## src/rtl/spike_sram_pkg.sv

```systemverilog
// rtl/spike_sram_pkg.sv - shared constants, FSM states and address-wrap helper for the spike SRAM reader
package spike_sram_pkg;

    localparam int DEF_WORD_NUM = 350;
    localparam int DEF_ADDR_W   = 10;
    localparam int DEF_BIT_W    = 1;

    typedef enum logic [1:0] {
        ST_IDLE,
        ST_ISSUE,
        ST_DRAIN,
        ST_FIN
    } state_t;

    // Incrementer with a compare against the last valid word, avoiding a modulo.
    function automatic logic [DEF_ADDR_W-1:0] addr_inc(
        input logic [DEF_ADDR_W-1:0] addr,
        input logic [DEF_ADDR_W-1:0] last_addr
    );
        return (addr == last_addr) ? '0 : addr + 1'b1;
    endfunction

endpackage

```

## src/rtl/spk_sync_fifo.sv

```systemverilog
// rtl/spk_sync_fifo.sv - single-clock FIFO with occupancy count; head word is presented combinationally
module spk_sync_fifo #(
    parameter int WIDTH = 2,
    parameter int DEPTH = 4
) (
    input  logic                     clk,
    input  logic                     rst_n,
    input  logic                     push,
    input  logic [WIDTH-1:0]         push_data,
    input  logic                     pop,
    output logic [WIDTH-1:0]         pop_data,
    output logic [$clog2(DEPTH):0]   count,
    output logic                     empty
);

    localparam int PW = $clog2(DEPTH);

    logic [WIDTH-1:0] mem_q [DEPTH];
    logic [PW-1:0]    wr_ptr_q, wr_ptr_d;
    logic [PW-1:0]    rd_ptr_q, rd_ptr_d;
    logic [PW:0]      count_q, count_d;
    logic             do_push, do_pop;

    assign do_push  = push && (count_q != (PW+1)'(DEPTH));
    assign do_pop   = pop && (count_q != '0);
    assign pop_data = mem_q[rd_ptr_q];
    assign count    = count_q;
    assign empty    = (count_q == '0);

    always_comb begin
        wr_ptr_d = do_push ? wr_ptr_q + 1'b1 : wr_ptr_q;
        rd_ptr_d = do_pop  ? rd_ptr_q + 1'b1 : rd_ptr_q;
        count_d  = count_q;
        case ({do_push, do_pop})
            2'b10:   count_d = count_q + 1'b1;
            2'b01:   count_d = count_q - 1'b1;
            default: count_d = count_q;
        endcase
    end

    always_ff @(posedge clk or negedge rst_n) begin
        if (!rst_n) begin
            wr_ptr_q <= '0;
            rd_ptr_q <= '0;
            count_q  <= '0;
        end else begin
            wr_ptr_q <= wr_ptr_d;
            rd_ptr_q <= rd_ptr_d;
            count_q  <= count_d;
        end
    end

    // Storage needs no reset: an empty FIFO never exposes its contents.
    always_ff @(posedge clk) begin
        if (do_push) begin
            mem_q[wr_ptr_q] <= push_data;
        end
    end

endmodule

```

## src/rtl/spike_frame_reader.sv

```systemverilog
// rtl/spike_frame_reader.sv - issues wrapped sequential SRAM reads for a frame and streams the spikes out
module spike_frame_reader
    import spike_sram_pkg::*;
#(
    parameter int WORD_NUM   = DEF_WORD_NUM,
    parameter int ADDR_W     = DEF_ADDR_W,
    parameter int BIT_W      = DEF_BIT_W,
    parameter int FIFO_DEPTH = 4
) (
    input  logic              clk,
    input  logic              rst_n,
    input  logic              start,
    input  logic [ADDR_W-1:0] base_addr,
    input  logic [ADDR_W-1:0] frame_len,
    output logic              busy,
    output logic              done,
    output logic              sram_csb,
    output logic              sram_wsb,
    output logic [ADDR_W-1:0] sram_raddr,
    input  logic [BIT_W-1:0]  sram_rdata,
    output logic              spk_valid,
    input  logic              spk_ready,
    output logic [BIT_W-1:0]  spk_data,
    output logic              spk_last,
    output logic [ADDR_W-1:0] spike_cnt
);

    localparam int                CW        = $clog2(FIFO_DEPTH) + 1;
    localparam logic [ADDR_W-1:0] LAST_ADDR = ADDR_W'(WORD_NUM - 1);
    localparam logic [CW:0]       DEPTH_LIM = (CW+1)'(FIFO_DEPTH);

    state_t            state_q, state_d;
    logic              busy_q, busy_d;
    logic              done_q, done_d;
    logic              csb_q, csb_d;
    logic [ADDR_W-1:0] raddr_q, raddr_d;
    logic [ADDR_W-1:0] len_q, len_d;
    logic [ADDR_W-1:0] rd_cnt_q, rd_cnt_d;
    logic [ADDR_W-1:0] spike_cnt_q, spike_cnt_d;
    logic              issue_last_q, issue_last_d;
    logic              rvld_q, rvld_d;
    logic              rlast_q, rlast_d;
    logic [1:0]        inflight_q, inflight_d;

    logic [CW-1:0]     fifo_count;
    logic              fifo_empty;
    logic [BIT_W:0]    fifo_rdata;
    logic              pop;
    logic [CW:0]       occupancy;
    logic [ADDR_W-1:0] rd_cnt_inc;

    spk_sync_fifo #(
        .WIDTH (BIT_W + 1),
        .DEPTH (FIFO_DEPTH)
    ) u_fifo (
        .clk       (clk),
        .rst_n     (rst_n),
        .push      (rvld_q),
        .push_data ({rlast_q, sram_rdata}),
        .pop       (pop),
        .pop_data  (fifo_rdata),
        .count     (fifo_count),
        .empty     (fifo_empty)
    );

    assign pop        = ~fifo_empty & spk_ready;
    assign occupancy  = {1'b0, fifo_count} + {{(CW-1){1'b0}}, inflight_q};
    assign rd_cnt_inc = rd_cnt_q + 1'b1;

    always_comb begin
        state_d      = state_q;
        busy_d       = busy_q;
        done_d       = 1'b0;
        csb_d        = 1'b1;
        raddr_d      = raddr_q;
        len_d        = len_q;
        rd_cnt_d     = rd_cnt_q;
        issue_last_d = 1'b0;
        spike_cnt_d  = spike_cnt_q;

        if (pop && (fifo_rdata[BIT_W-1:0] == BIT_W'(1)) && (spike_cnt_q != '1)) begin
            spike_cnt_d = spike_cnt_q + 1'b1;
        end

        case (state_q)
            ST_IDLE: begin
                if (start) begin
                    len_d       = frame_len;
                    spike_cnt_d = '0;
                    rd_cnt_d    = '0;
                    if (frame_len == '0) begin
                        state_d = ST_FIN;
                        done_d  = 1'b1;
                    end else begin
                        // First read goes out on the start edge to keep latency at two cycles.
                        state_d      = ST_ISSUE;
                        busy_d       = 1'b1;
                        csb_d        = 1'b0;
                        raddr_d      = base_addr;
                        rd_cnt_d     = ADDR_W'(1);
                        issue_last_d = (frame_len == ADDR_W'(1));
                    end
                end
            end
            ST_ISSUE: begin
                if (rd_cnt_q == len_q) begin
                    state_d = ST_DRAIN;
                end else if (occupancy < DEPTH_LIM) begin
                    csb_d        = 1'b0;
                    raddr_d      = addr_inc(raddr_q, LAST_ADDR);
                    rd_cnt_d     = rd_cnt_inc;
                    issue_last_d = (rd_cnt_inc == len_q);
                end
            end
            ST_DRAIN: begin
                if (pop && fifo_rdata[BIT_W]) begin
                    state_d = ST_FIN;
                    busy_d  = 1'b0;
                    done_d  = 1'b1;
                end
            end
            ST_FIN: begin
                state_d = ST_IDLE;
            end
            default: state_d = ST_IDLE;
        endcase

        // Read data appears one cycle after the issue edge and is pushed on the edge after that.
        rvld_d     = ~csb_q;
        rlast_d    = issue_last_q;
        inflight_d = inflight_q + {1'b0, ~csb_d} - {1'b0, rvld_q};
    end

    always_ff @(posedge clk or negedge rst_n) begin
        if (!rst_n) begin
            state_q      <= ST_IDLE;
            busy_q       <= 1'b0;
            done_q       <= 1'b0;
            csb_q        <= 1'b1;
            raddr_q      <= '0;
            len_q        <= '0;
            rd_cnt_q     <= '0;
            spike_cnt_q  <= '0;
            issue_last_q <= 1'b0;
            rvld_q       <= 1'b0;
            rlast_q      <= 1'b0;
            inflight_q   <= '0;
        end else begin
            state_q      <= state_d;
            busy_q       <= busy_d;
            done_q       <= done_d;
            csb_q        <= csb_d;
            raddr_q      <= raddr_d;
            len_q        <= len_d;
            rd_cnt_q     <= rd_cnt_d;
            spike_cnt_q  <= spike_cnt_d;
            issue_last_q <= issue_last_d;
            rvld_q       <= rvld_d;
            rlast_q      <= rlast_d;
            inflight_q   <= inflight_d;
        end
    end

    assign busy       = busy_q;
    assign done       = done_q;
    assign sram_csb   = csb_q;
    assign sram_wsb   = 1'b1;
    assign sram_raddr = raddr_q;
    assign spike_cnt  = spike_cnt_q;
    assign spk_valid  = ~fifo_empty;
    assign spk_data   = fifo_empty ? '0 : fifo_rdata[BIT_W-1:0];
    assign spk_last   = ~fifo_empty & fifo_rdata[BIT_W];

endmodule

```

## config.mk

```make
export PLATFORM = sky130hd
export DESIGN_NAME = spike_frame_reader
export DESIGN_NICKNAME = d
export VERILOG_FILES = /design/src/rtl/spike_sram_pkg.sv /design/src/rtl/spk_sync_fifo.sv /design/src/rtl/spike_frame_reader.sv
export SDC_FILE = /design/constraint.sdc
export NUM_CORES = 1
export LEC_CHECK = 0
export CAP_MARGIN = 20
export CORE_MARGIN = 2
export CORE_UTILIZATION = 35
export CTS_BUF_LIST = sky130_fd_sc_hd__clkbuf_16
export CTS_CLUSTER_DIAMETER = 40
export DETAILED_ROUTE_END_ITERATION = 7
export PLACE_DENSITY_LB_ADDON = 0.08
export SYNTH_ARGS = -nofsm -noshare
export SYNTH_HDL_FRONTEND = slang
export SYNTH_SLANG_ARGS = --single-unit
```

## constraint.sdc

```tcl
create_clock -name clk -period 3.7 [get_ports clk]
set_input_delay 0.74 -clock clk [delete_from_list [all_inputs] [get_ports clk]]
set_output_delay 0.74 -clock clk [all_outputs]
set_load 0.05 [all_outputs]
```

==> reports/metrics.cfg <==
[sta]
fin_crit_ps=3020
fmax_ghz=0.331
fin_crit_sh_pct=81.7
setup_tns_ps=0
fin_ws_ps=679
skew_ps=7.80
rsz0062_at_grt=no
maxSlewViolCount=0
slew_headroom_pct=55.4
worst_pin_slew_ps=665
setup_viol=0
hold_violations=0

[global_routing]
grt_max_degree=30
grt_overflow=0
grt_usage_pct=14.8
first_global_vias=2708
antenna_found_initial=0
grt_pass1_wl_um=13000

[clock_tree]
cts_setup_buffers=0
cts_buffers=9
ctsLongestPathBuffers=2
htree_num_levels=3
cts_tree=built
clk_latency_ps=330
cts.repair.resized=0
cts.hold.buffers_added=0
cts_sinks=65
cts_root_buffer=clkbuf_16
clk_pin_slew_ps=60

[floorplan]
core_region_area_mm2=0.00986
die_w_um=105
rows=36
die_area_mm2=0.0110
ios=52
initial_utilization_pct=36.3
die_h_um=105

[synthesis]
avgSynthCellArea_um2=9.54
syn_nets=416
yosysWarnings=0
netlist_instances=375
synth_top_area_cell=dfrtp_1
ys_async_sr_fraction_pct=87.7
synthFlopType=dfrtp_1
synth_top_area_share_pct=39.2
seq_area_frac_synth_pct=46.6
syn-cell-area_mm2=0.00358
synth_edf_count=8
ys_ff_latch=65
ys_top_cells_by_area=dfrtp_1 (39%), edfxtp_1 (6.7%), nand2_1 (6.7%)
synthDistinctLibCells=55

[outcome]
outcome=finished clean

[hold_path]
hp-class=reg -> reg

[critical_path]
cpLargestDelayFamily=buffers and inverters
slowest_delay_ps=690
required_ps=2960
crit_path_cell_trace=mux4_1, and2_1, clkdlybuf4s50_1
worst-path-max-fanout=4
path_class=reg -> out
crit_buf_inv=1
startpoint_type=flip-flop
slowest_stage=clkdlybuf4s50_1
crit_path_end_kind=output port
cp.arrival_ps=2280

[routing]
drt-wirelength-per-cell_um=13.6
drtIter0Drc=96
drc=0
detail-route-antenna-nets=0
dr.pass1.iters=5
vias=2754
wirelength_um=7650
via_per_inst=4.89

[pwr]
power.density_mw_per_mm2=884
p_leak_uw=0.00193
vdd_drop_max_uv=330

[final_layout]
final_util_pct=45.7
nets=466
area_growth_pct=26.0
antenna_cells=0
drive_gt1_share_pct=6.51

[placed_design]
dp_hpwl_um=5610
place_ws_ps=641
place.port_buffers=50
gp_congestion=0.798

[job]
cap_violations=0

==> final cells by class <==
cell class,count,area [µm²]
clock buffer,9,225
multi-input combinational,280,1770
timing repair buffer,54,526
fill,979,5360
sequential,65,1670
tap,133,166
clock inverter,7,93.8
inverter,15,56.3
==> cells by family after synthesis <==
logic type,count (synthesis),share of synthesized area [%]
AOI/OAI and AO/OA,62,10.3
xor gates and xnor gates,36,8.81
adders and majority gates,16,5.80
buffers and inverters,30,3.81
DFF,65,46.6
muxes,5,2.31
other,1,0.105
and+or+nand+nor,160,22.2
==> power by group <==
part	switching (µW)	leakage, µW	internal [µW]
sequential	263	0.000800	980
combinational	1130	0.000976	702
clock	319	0.000153	589
==> metal layers <==
layer  GRT usage [%]  wire [µm]  vias up
met3            3.18        266        9
met4            6.10        106        0
met2            23.1       3430       47
li1                -          -     1406
met5               0          0        -
met1            20.0       3850     1292
==> sequential cells by signal, summed over array words and instances, names as in the netlist, 2 cells and up <==
name and flops:
inflight_q 2, len_q 10, rd_cnt_q 10, spike_cnt 10, sram_raddr 10, state_q 2
u_fifo.count 3, u_fifo.mem_q 8, u_fifo.rd_ptr_q 2, u_fifo.wr_ptr_q 2
==> synthesized netlist by cell type, types with 2 or more instances <==
cell,number
or3_1,3
o21ai_0,26
and3_1,4
nor3_1,5
nor3b_1,2
ha_1,15
mux2i_1,3
nand2b_1,2
a22oi_1,3
nand2_1,64
o211ai_1,2
nand4_1,3
dfrtp_1,56
nand3_1,18
or4_1,5
xnor2_1,13
and2_1,7
mux4_1,2
buf_2,3
edfxtp_1,8
buf_4,3
clkbuf_1,7
inv_1,15
a21oi_1,15
a31oi_1,4
nor4_1,6
o221ai_1,2
nor2_1,30
xor2_1,23
==> placed cells by master, fill, tap and decap left out, drive strengths merged, types with 3 or more instances in the layout <==
master and n:
xnor2 13, o21ai 27, mux2i 3, nor4 6, nor3 6, dfrtp 56, clkdlybuf4s50 49, or3 3
and3 4, nand2 65, inv 16, a22oi 3, or4 5, ha 15, buf 5, and2 7
a31oi 4, nand3 18, a21oi 15, xor2 23, nor2 30, edfxtp 8, clkinv 3, clkbuf 9
nand4 5
==> per-stage QoR <==
stage / instances / hold WS [ps] / area (µm²) / power, µW
finish: 563 / 348 / 4510 / 3990
global route: 563 / 371 / 4510 / 4290
CTS: 563 / 355 / 4510 / 4040
detailed placement: 547 / 341 / 4190 / 3110
floorplan: 375 / 331 / 3580 / 2600
global placement: 547 / 340 / 4190 / 3080
==> path summary, 6_finish.rpt <==
check	end	slack, ps	start	depth (start not counted)
min reg2reg	rlast_q	350	issue_last_q	0
max in group asynchronous	sram_csb	2400	rst_n	2
max reg2reg	rd_cnt_q[9]	1250	state_q[1]	7
max	spk_last	680	u_fifo.rd_ptr_q[0]	3
min in group asynchronous	spike_cnt[5]	440	rst_n	1
min	rlast_q	350	issue_last_q	0
Note: power is estimated with default switching activity, not from simulation.
